<file path="src/rtl/zigzag_serializer.sv">
`default_nettype none
// ============================================================================
// Module      : zigzag_serializer
// Description : Ping-pong buffered 8x8 block capture, streamed out one
//               coefficient per handshake in JPEG zigzag order.
// Revision    : 1.0 - initial release
// ============================================================================
module zigzag_serializer #(
    parameter int DATA_W = 11
) (
    input  logic                     clk,
    input  logic                     rst,
    input  logic                     in_valid,
    input  logic signed [DATA_W-1:0] in_block [8][8],
    output logic                     in_ready,
    output logic                     coef_valid,
    input  logic                     coef_ready,
    output logic signed [DATA_W-1:0] coef_out,
    output logic [5:0]               coef_idx,
    output logic                     coef_first,
    output logic                     coef_last,
    output logic                     overflow
);

    localparam logic [0:0] c_ST_IDLE   = 1'b0;
    localparam logic [0:0] c_ST_STREAM = 1'b1;

    // Zigzag index -> raster position (row*8 + col)
    localparam logic [5:0] c_ZZ [64] = '{
        6'd0,  6'd1,  6'd8,  6'd16, 6'd9,  6'd2,  6'd3,  6'd10,
        6'd17, 6'd24, 6'd32, 6'd25, 6'd18, 6'd11, 6'd4,  6'd5,
        6'd12, 6'd19, 6'd26, 6'd33, 6'd40, 6'd48, 6'd41, 6'd34,
        6'd27, 6'd20, 6'd13, 6'd6,  6'd7,  6'd14, 6'd21, 6'd28,
        6'd35, 6'd42, 6'd49, 6'd56, 6'd57, 6'd50, 6'd43, 6'd36,
        6'd29, 6'd22, 6'd15, 6'd23, 6'd30, 6'd37, 6'd44, 6'd51,
        6'd58, 6'd59, 6'd52, 6'd45, 6'd38, 6'd31, 6'd39, 6'd46,
        6'd53, 6'd60, 6'd61, 6'd54, 6'd47, 6'd55, 6'd62, 6'd63
    };

    logic signed [DATA_W-1:0] r_bank [2][8][8];
    logic [1:0]               r_full;
    logic                     r_wr_bank;
    logic                     r_rd_bank;
    logic [5:0]               r_cnt;
    logic                     r_overflow;
    logic [0:0]               r_state;
    logic [0:0]               w_state_nxt;

    logic                     w_cap;
    logic                     w_fire;
    logic                     w_end;
    logic                     w_rd_avail;
    logic                     w_other_avail;
    logic [5:0]               w_pos;

    assign in_ready  = !rst && !(r_full[0] && r_full[1]);
    assign w_cap     = in_valid && in_ready;
    assign w_fire    = coef_valid && coef_ready;
    assign w_end     = w_fire && (r_cnt == 6'd63);
    assign w_pos     = c_ZZ[r_cnt];
    assign overflow  = r_overflow;

    // A capture landing this cycle counts as available so streaming starts
    // one cycle after capture and block-to-block handover has no bubble.
    assign w_rd_avail    = r_full[r_rd_bank]  || (w_cap && (r_wr_bank == r_rd_bank));
    assign w_other_avail = r_full[~r_rd_bank] || (w_cap && (r_wr_bank != r_rd_bank));

    always_ff @(posedge clk) begin
        if (w_cap) begin
            for (int r = 0; r < 8; r++) begin
                for (int c = 0; c < 8; c++) begin
                    r_bank[r_wr_bank][r][c] <= in_block[r][c];
                end
            end
        end
    end

    always_ff @(posedge clk) begin
        if (rst) begin
            r_full     <= 2'b00;
            r_wr_bank  <= 1'b0;
            r_rd_bank  <= 1'b0;
            r_cnt      <= 6'd0;
            r_overflow <= 1'b0;
        end else begin
            if (w_cap) begin
                r_full[r_wr_bank] <= 1'b1;
                r_wr_bank         <= ~r_wr_bank;
            end
            if (w_end) begin
                r_full[r_rd_bank] <= 1'b0;
                r_rd_bank         <= ~r_rd_bank;
            end
            if (w_fire) begin
                r_cnt <= r_cnt + 6'd1;
            end
            if (in_valid && !in_ready) begin
                r_overflow <= 1'b1;
            end
        end
    end

    always_ff @(posedge clk) begin
        if (rst) begin
            r_state <= c_ST_IDLE;
        end else begin
            r_state <= w_state_nxt;
        end
    end

    always_comb begin
        w_state_nxt = r_state;
        case (r_state)
            c_ST_IDLE: begin
                if (w_rd_avail) begin
                    w_state_nxt = c_ST_STREAM;
                end
            end
            c_ST_STREAM: begin
                if (w_end && !w_other_avail) begin
                    w_state_nxt = c_ST_IDLE;
                end
            end
            default: w_state_nxt = c_ST_IDLE;
        endcase
    end

    always_comb begin
        coef_valid = 1'b0;
        coef_out   = '0;
        coef_idx   = 6'd0;
        coef_first = 1'b0;
        coef_last  = 1'b0;
        if (!rst && (r_state == c_ST_STREAM)) begin
            coef_valid = 1'b1;
            coef_out   = r_bank[r_rd_bank][w_pos[5:3]][w_pos[2:0]];
            coef_idx   = r_cnt;
            coef_first = (r_cnt == 6'd0);
            coef_last  = (r_cnt == 6'd63);
        end
    end

endmodule
`default_nettype wire
</file>
<file path="config.mk">
export PLATFORM = sky130hd
export DESIGN_NAME = zigzag_serializer
export DESIGN_NICKNAME = d
export VERILOG_FILES = /design/src/rtl/zigzag_serializer.sv
export SDC_FILE = /design/constraint.sdc
export NUM_CORES = 2
export LEC_CHECK = 0
export ABC_AREA = 1
export CORE_UTILIZATION = 35
export DETAILED_ROUTE_END_ITERATION = 10
export SYNTH_ARGS = -nofsm -noshare
export SYNTH_HDL_FRONTEND = slang
export SYNTH_SLANG_ARGS = --single-unit
</file>
<file path="constraint.sdc">
create_clock -name clk -period 42.5 [get_ports clk]
set_input_delay 6.375 -clock clk [delete_from_list [all_inputs] [get_ports clk]]
set_output_delay 6.375 -clock clk [all_outputs]
set_load 0.01 [all_outputs]
</file>
* Word-level counts from Yosys, hierarchy flattened
Memories as Yosys holds them, arrays and structs flattened. A register that Yosys moved wholly into a read port is not among the register bits.
Index checks and enable logic that the tools add are counted.
** Cells by class
- $mul :: 0
- Bitwise logic cells :: 9
- Shifts and indexed selects :: 0
- Add/subtract/negate cells :: 1
- Equality and inequality tests :: 3
- Order comparisons :: 8
- Reductions and logical operators :: 19
- Multiplexer cells :: 31
- Divide/modulo/power cells :: 0
** Operator list (number)
- $bmux W88 S3 :: 1
- $mux W88 :: 2
- $bmux W11 S3 :: 1
- $mux W11 :: 3
- $mux W6 :: 3
- $mux W1 :: 15
- $logic_and A1 B1 Y1 :: 12
- $ge A4 B4 Y1 const B :: 2
- $not A3 Y4 :: 2
- $ge A7 B7 Y1 const B :: 1
- $not A6 Y7 :: 1
- $add A6 B1 Y6 const B :: 1
- $eq A6 B6 Y1 const B :: 1
- $logic_not A6 Y1 :: 1
- $lt A1 B2 Y1 const B :: 3
- $mux W2 :: 3
- $logic_not A1 Y1 :: 4
- $not A1 Y1 :: 3
- $and A2 B2 Y2 :: 1
- $demux W1 S1 :: 2
- $ge A1 B1 Y1 const B :: 2
- $logic_or A1 B1 Y1 :: 2
- $not A2 Y2 :: 1
- $or A2 B2 Y2 :: 1
- other kinds (3) :: 3
** Storage, ports and cells
- Register bits :: 12
- Bits in writable memories :: 1408
- Memories kept :: 2
- Output and inout bits :: 22
- Word-level logic and storage cells :: 79
- Input bits :: 708
- Memory bits (read-only) :: 384
- Bits in latches :: 0
** Memories
- r_bank :: words 2, bits a word 704, read ports 1, clocked after memory_dff 1, write ports 1, line 40 : logic signed [DATA_W-1:0] r_bank [2][8][8];
- (name not given) :: words 64, bits a word 6, read ports 1, clocked after memory_dff 0, write ports 0, line 60 : assign w_pos = c_ZZ[r_cnt];

* Depth between registers and ports, before layout
- Depth in word-level cells :: 12
- Depth in mapped cells :: 20
- Gate-level depth less buffers :: 18

* Worst setup path before layout
Ideal clock, no wire load.
- Kind :: input port to flip-flop
- Start point :: input rst
- End point :: register r_state
- Library setup time :: 0.060 ns
- Data required time :: 42.440 ns
- Path slack :: 4.337 ns
- Cell stages on the path :: 7
- Arrival time :: 38.103 ns
- Path through :: a21oi_1 nand2_1 nor2_1 o21ai_0 o211ai_1 nand2_1 inv_1
** Between the ends
- Longest elaborated chain between the ends :: 9
- Elaborated cells on any way between the ends :: 16
** Ends and longest elaborated chain
- start: declaration :: line 12 : input logic rst,
- $logic_not A1 Y1 :: line 56, 134
- $logic_and A1 B1 Y1 :: line 56 : assign in_ready = !rst && !(r_full[0] && r_full[1]);
- $logic_and A1 B1 Y1 :: line 57 : assign w_cap = in_valid && in_ready;
- $logic_and A1 B1 Y1 :: line 66 : assign w_other_avail = r_full[~r_rd_bank] || (w_cap && (r_wr_bank != r_rd_bank));
- $logic_or A1 B1 Y1 :: line 66
- $logic_not A1 Y1 :: line 120 : if (w_end && !w_other_avail) begin
- $logic_and A1 B1 Y1 :: line 120
- $mux W1 :: line 120
- $pmux W1 S2 :: line 113 : case (r_state)
- end signal: assignment :: line 105 : r_state <= c_ST_IDLE;
- end signal: assignment :: line 107 : r_state <= w_state_nxt;
- end: declaration :: line 46 : logic [0:0] r_state;
Several ways; a longest one is shown, not always the timed one.
A chain may end at the register's enable or synchronous reset.

* Worst setup path in the final report
- Start point :: input rst
- End point :: output coef_out[0]
** Between the ends
- Longest elaborated chain between the ends :: 3
** Ends and longest elaborated chain
- $logic_not A1 Y1 :: line 134 : if (!rst && (r_state == c_ST_STREAM)) begin
- $logic_and A1 B1 Y1 :: line 134
- $mux W11 :: line 134
- end: declaration :: line 18 : output logic signed [DATA_W-1:0] coef_out,
Every way passes these cells.

==> flow_summary.yaml <==
yosys:
  synth_top_area_cell: "edfxtp_1"
  yosys.area.top_type_share_pct: 71.5
  async_flop_share_pct: 0
  synth-edff-count: 1408
  synth.cell_area_um2: 59100
  ys_ff_latch: 1421
  yosysWarnings: 0
  synth.most_common_cell: "edfxtp_1"
  synth_common_cells: "edfxtp_1 (1,408), nand3_1 (792), mux2_2 (638)"
  synth_nets: 4695
  avgSynthCellArea_um2: 14.9
  dominantRegCellSynth: "edfxtp_1"
  syn_inst: 3970
  synth-seq-area-share_pct: 71.9
  synthTopCellsByArea: "edfxtp_1 (71%), mux2_2 (12%), nand3_1 (6.7%)"
  synth_cell_types: 35
timing:
  holdWs_ns: 0.497
  worst_pin_slew_ns: 1.13
  rsz0062_at_grt: "false"
  finalCriticalPeriod_ns: 15.10
  setup_tns_ns: 0
  slew_viol_final: 0
  finalSetupViolCount: 0
  hold_viol: 0
  period_share_pct: 35.5
  clock.fmax_mhz: 66.2
  slew_headroom_pct: 24.6
  fin_skew_ns: 0.0179
clock_tree:
  hold_buffers: 0
  cts_inserted_buffers: 157
  clkTransAtPathRegs_ns: 0.06
  h-tree-depth: 4
  cts_max_path_buffers: 3
  post_cts_resized: 0
  post-cts-setup-buffer-count: 0
  cts_tree: "done"
  cts_root_buf: "clkbuf_16"
  clk_latency_ns: 0.80
  cts_sinks: 1421
floorplanning:
  io_pins: 730
  dieArea_um2: 171000
  initial_core_util_pct: 35.3
  dieHeight_um: 413
  core_area_um2: 167000
  std_cell_rows: 150
  die_w_um: 413
hold_path:
  hp-class: "reg2reg"
setup_path:
  critPathArrivalTime_ns: 8.73
  worstPathMaxFanout: 12
  worst_setup_path_end_kind: "primary output"
  crit_path_start_kind: "primary input"
  worstPathRequired_ns: 36.12
  crit_type: "in2out"
  slowest_delay_ns: 0.55
  critical-path-slowest-cell: "clkdlybuf4s50_1"
  crit_chain: "clkdlybuf4s50_1 > inv_1 > nand2_1 > inv_1 > buf_4 > nand2_1 > nor2_1 > clkdlybuf4s50_1"
pwr:
  fin_total_pwr_mw: 3.13
  p_sw_mw: 0.676
  clkPwrFrac_pct: 42.0
  power_frac_seq_pct: 51.3
  cellLeakagePower_nw: 24.1
  p_int_mw: 2.45
  ir_drop_v: 0.0000406
  swShare_pct: 21.6
  comb_power_share_pct: 6.7
  power_density_nw_per_um2: 42.5
final_layout:
  finish.cell_count_without_fillers: 7028
  area_delta_synth_final_pct: 24.4
  drive_above_1_share_pct: 19.5
  nNetsFinal: 5383
grt:
  grt_pass1_vias: 36800
  grt_max_degree: 159
  grt_pass1_wl_um: 264000
  antenna_found_initial: 93
  grt_util_all_layers_pct: 21.8
  overflow: 0
status:
  status: "complete, no violations"
drt:
  drt_iter0_markers: 3225
  drc: 0
  dr_total_vias: 36600
  dr.pass1.iters: 8
  vias_per_cell: 5.21
  antenna_left: 0
  routedWlPerCell_um: 27.2
  wl_um: 191000
placed_design:
  gp_congestion: 0.830
  dp.cells: 6703
  portBuffers: 729
  hpwl_um: 126000
flow_run:
  max_cap_violations: 0
final cells by class:
class / count / area (µm²)
tap: 2204 / 2760
clock inverter: 82 / 657
antenna: 45 / 113
sequential: 1421 / 42500
timing repair buffer: 786 / 7830
clock buffer: 198 / 4250
inverter: 30 / 123
multi-input combinational: 2262 / 15300
fill: 15200 / 93800
per-stage QoR:
stage / instance area [µm²] / worst slack (ns) / utilization (%)
6_report: 73600 / 27.40 / 43.9
4_1_cts: 73500 / 27.39 / 43.9
2_1_floorplan: 59100 / 4.34 / -
3_3_place_gp: 68600 / 27.40 / 40.9
3_5_place_dp: 68600 / 27.40 / 40.9
5_1_grt: 73500 / 27.21 / 43.9
final timing paths:
| check | start | to | slack [ns] | cells past startpoint |
|---|---|---|---|---|
| worst min-delay path | overflow | overflow | 0.50 | 2 |
| worst min register to register | overflow | overflow | 0.50 | 2 |
| worst max register to register | r_full[1] | r_bank[0][588] | 36.99 | 7 |
| worst max-delay path | rst | coef_out[0] | 27.40 | 8 |
per-layer routing:
metal | GRT usage, % | wire, µm
met1 | 27.1 | 76100
met2 | 35.8 | 92400
met3 | 6.90 | 16700
met4 | 7.04 | 5380
met5 | 0 | 599
power groups by stage:
stage	Sequential, mW	Clock (mW)	Combinational (mW)
after CTS	1.60	1.34	0.213
after detailed placement	1.63	0	0.211
after global routing	1.61	1.39	0.225
after global placement	1.63	0	0.208
after floorplan	1.69	0	0.0856
final	1.60	1.32	0.210
state kept, by name (all words and copies together) (netlist names), named ones only:
register / flops
r_state: 1
r_bank: 1408
r_wr_bank: 1
overflow: 1
r_cnt: 6
r_full: 2
r_rd_bank: 1
critical path, delay by kind of cell:
family,cells,cell delay (ns)
and+or+nand+nor,3,0.51
buffers and inverters,5,1.82
layout by cell type (no fill, tap or decap), drive strengths merged, types with 29 or more instances in the layout:
| cell type | count |
|---|---|
| edfxtp | 1408 |
| nand3 | 793 |
| clkdlybuf4s50 | 729 |
| mux2 | 638 |
| nand2 | 532 |
| clkbuf | 198 |
| nor2 | 85 |
| mux2i | 66 |
| clkinv | 59 |
| o211ai | 58 |
| buf | 57 |
| diode | 45 |
| inv | 37 |
| o21ai | 31 |
| a21oi | 29 |
kinds of logic after synthesis:
logic type	Yosys count	synth area share [%]
flip-flops	1421	71.9
AND/OR/NAND/NOR	1415	10.7
multiplexers	704	13.3
buffers and inverters	287	2.35
AO/OA/AOI/OAI	125	1.35
adder cells (fa/ha/maj)	17	0.360
XOR/XNOR	1	0.0148
(Power assumes the default switching activity.)
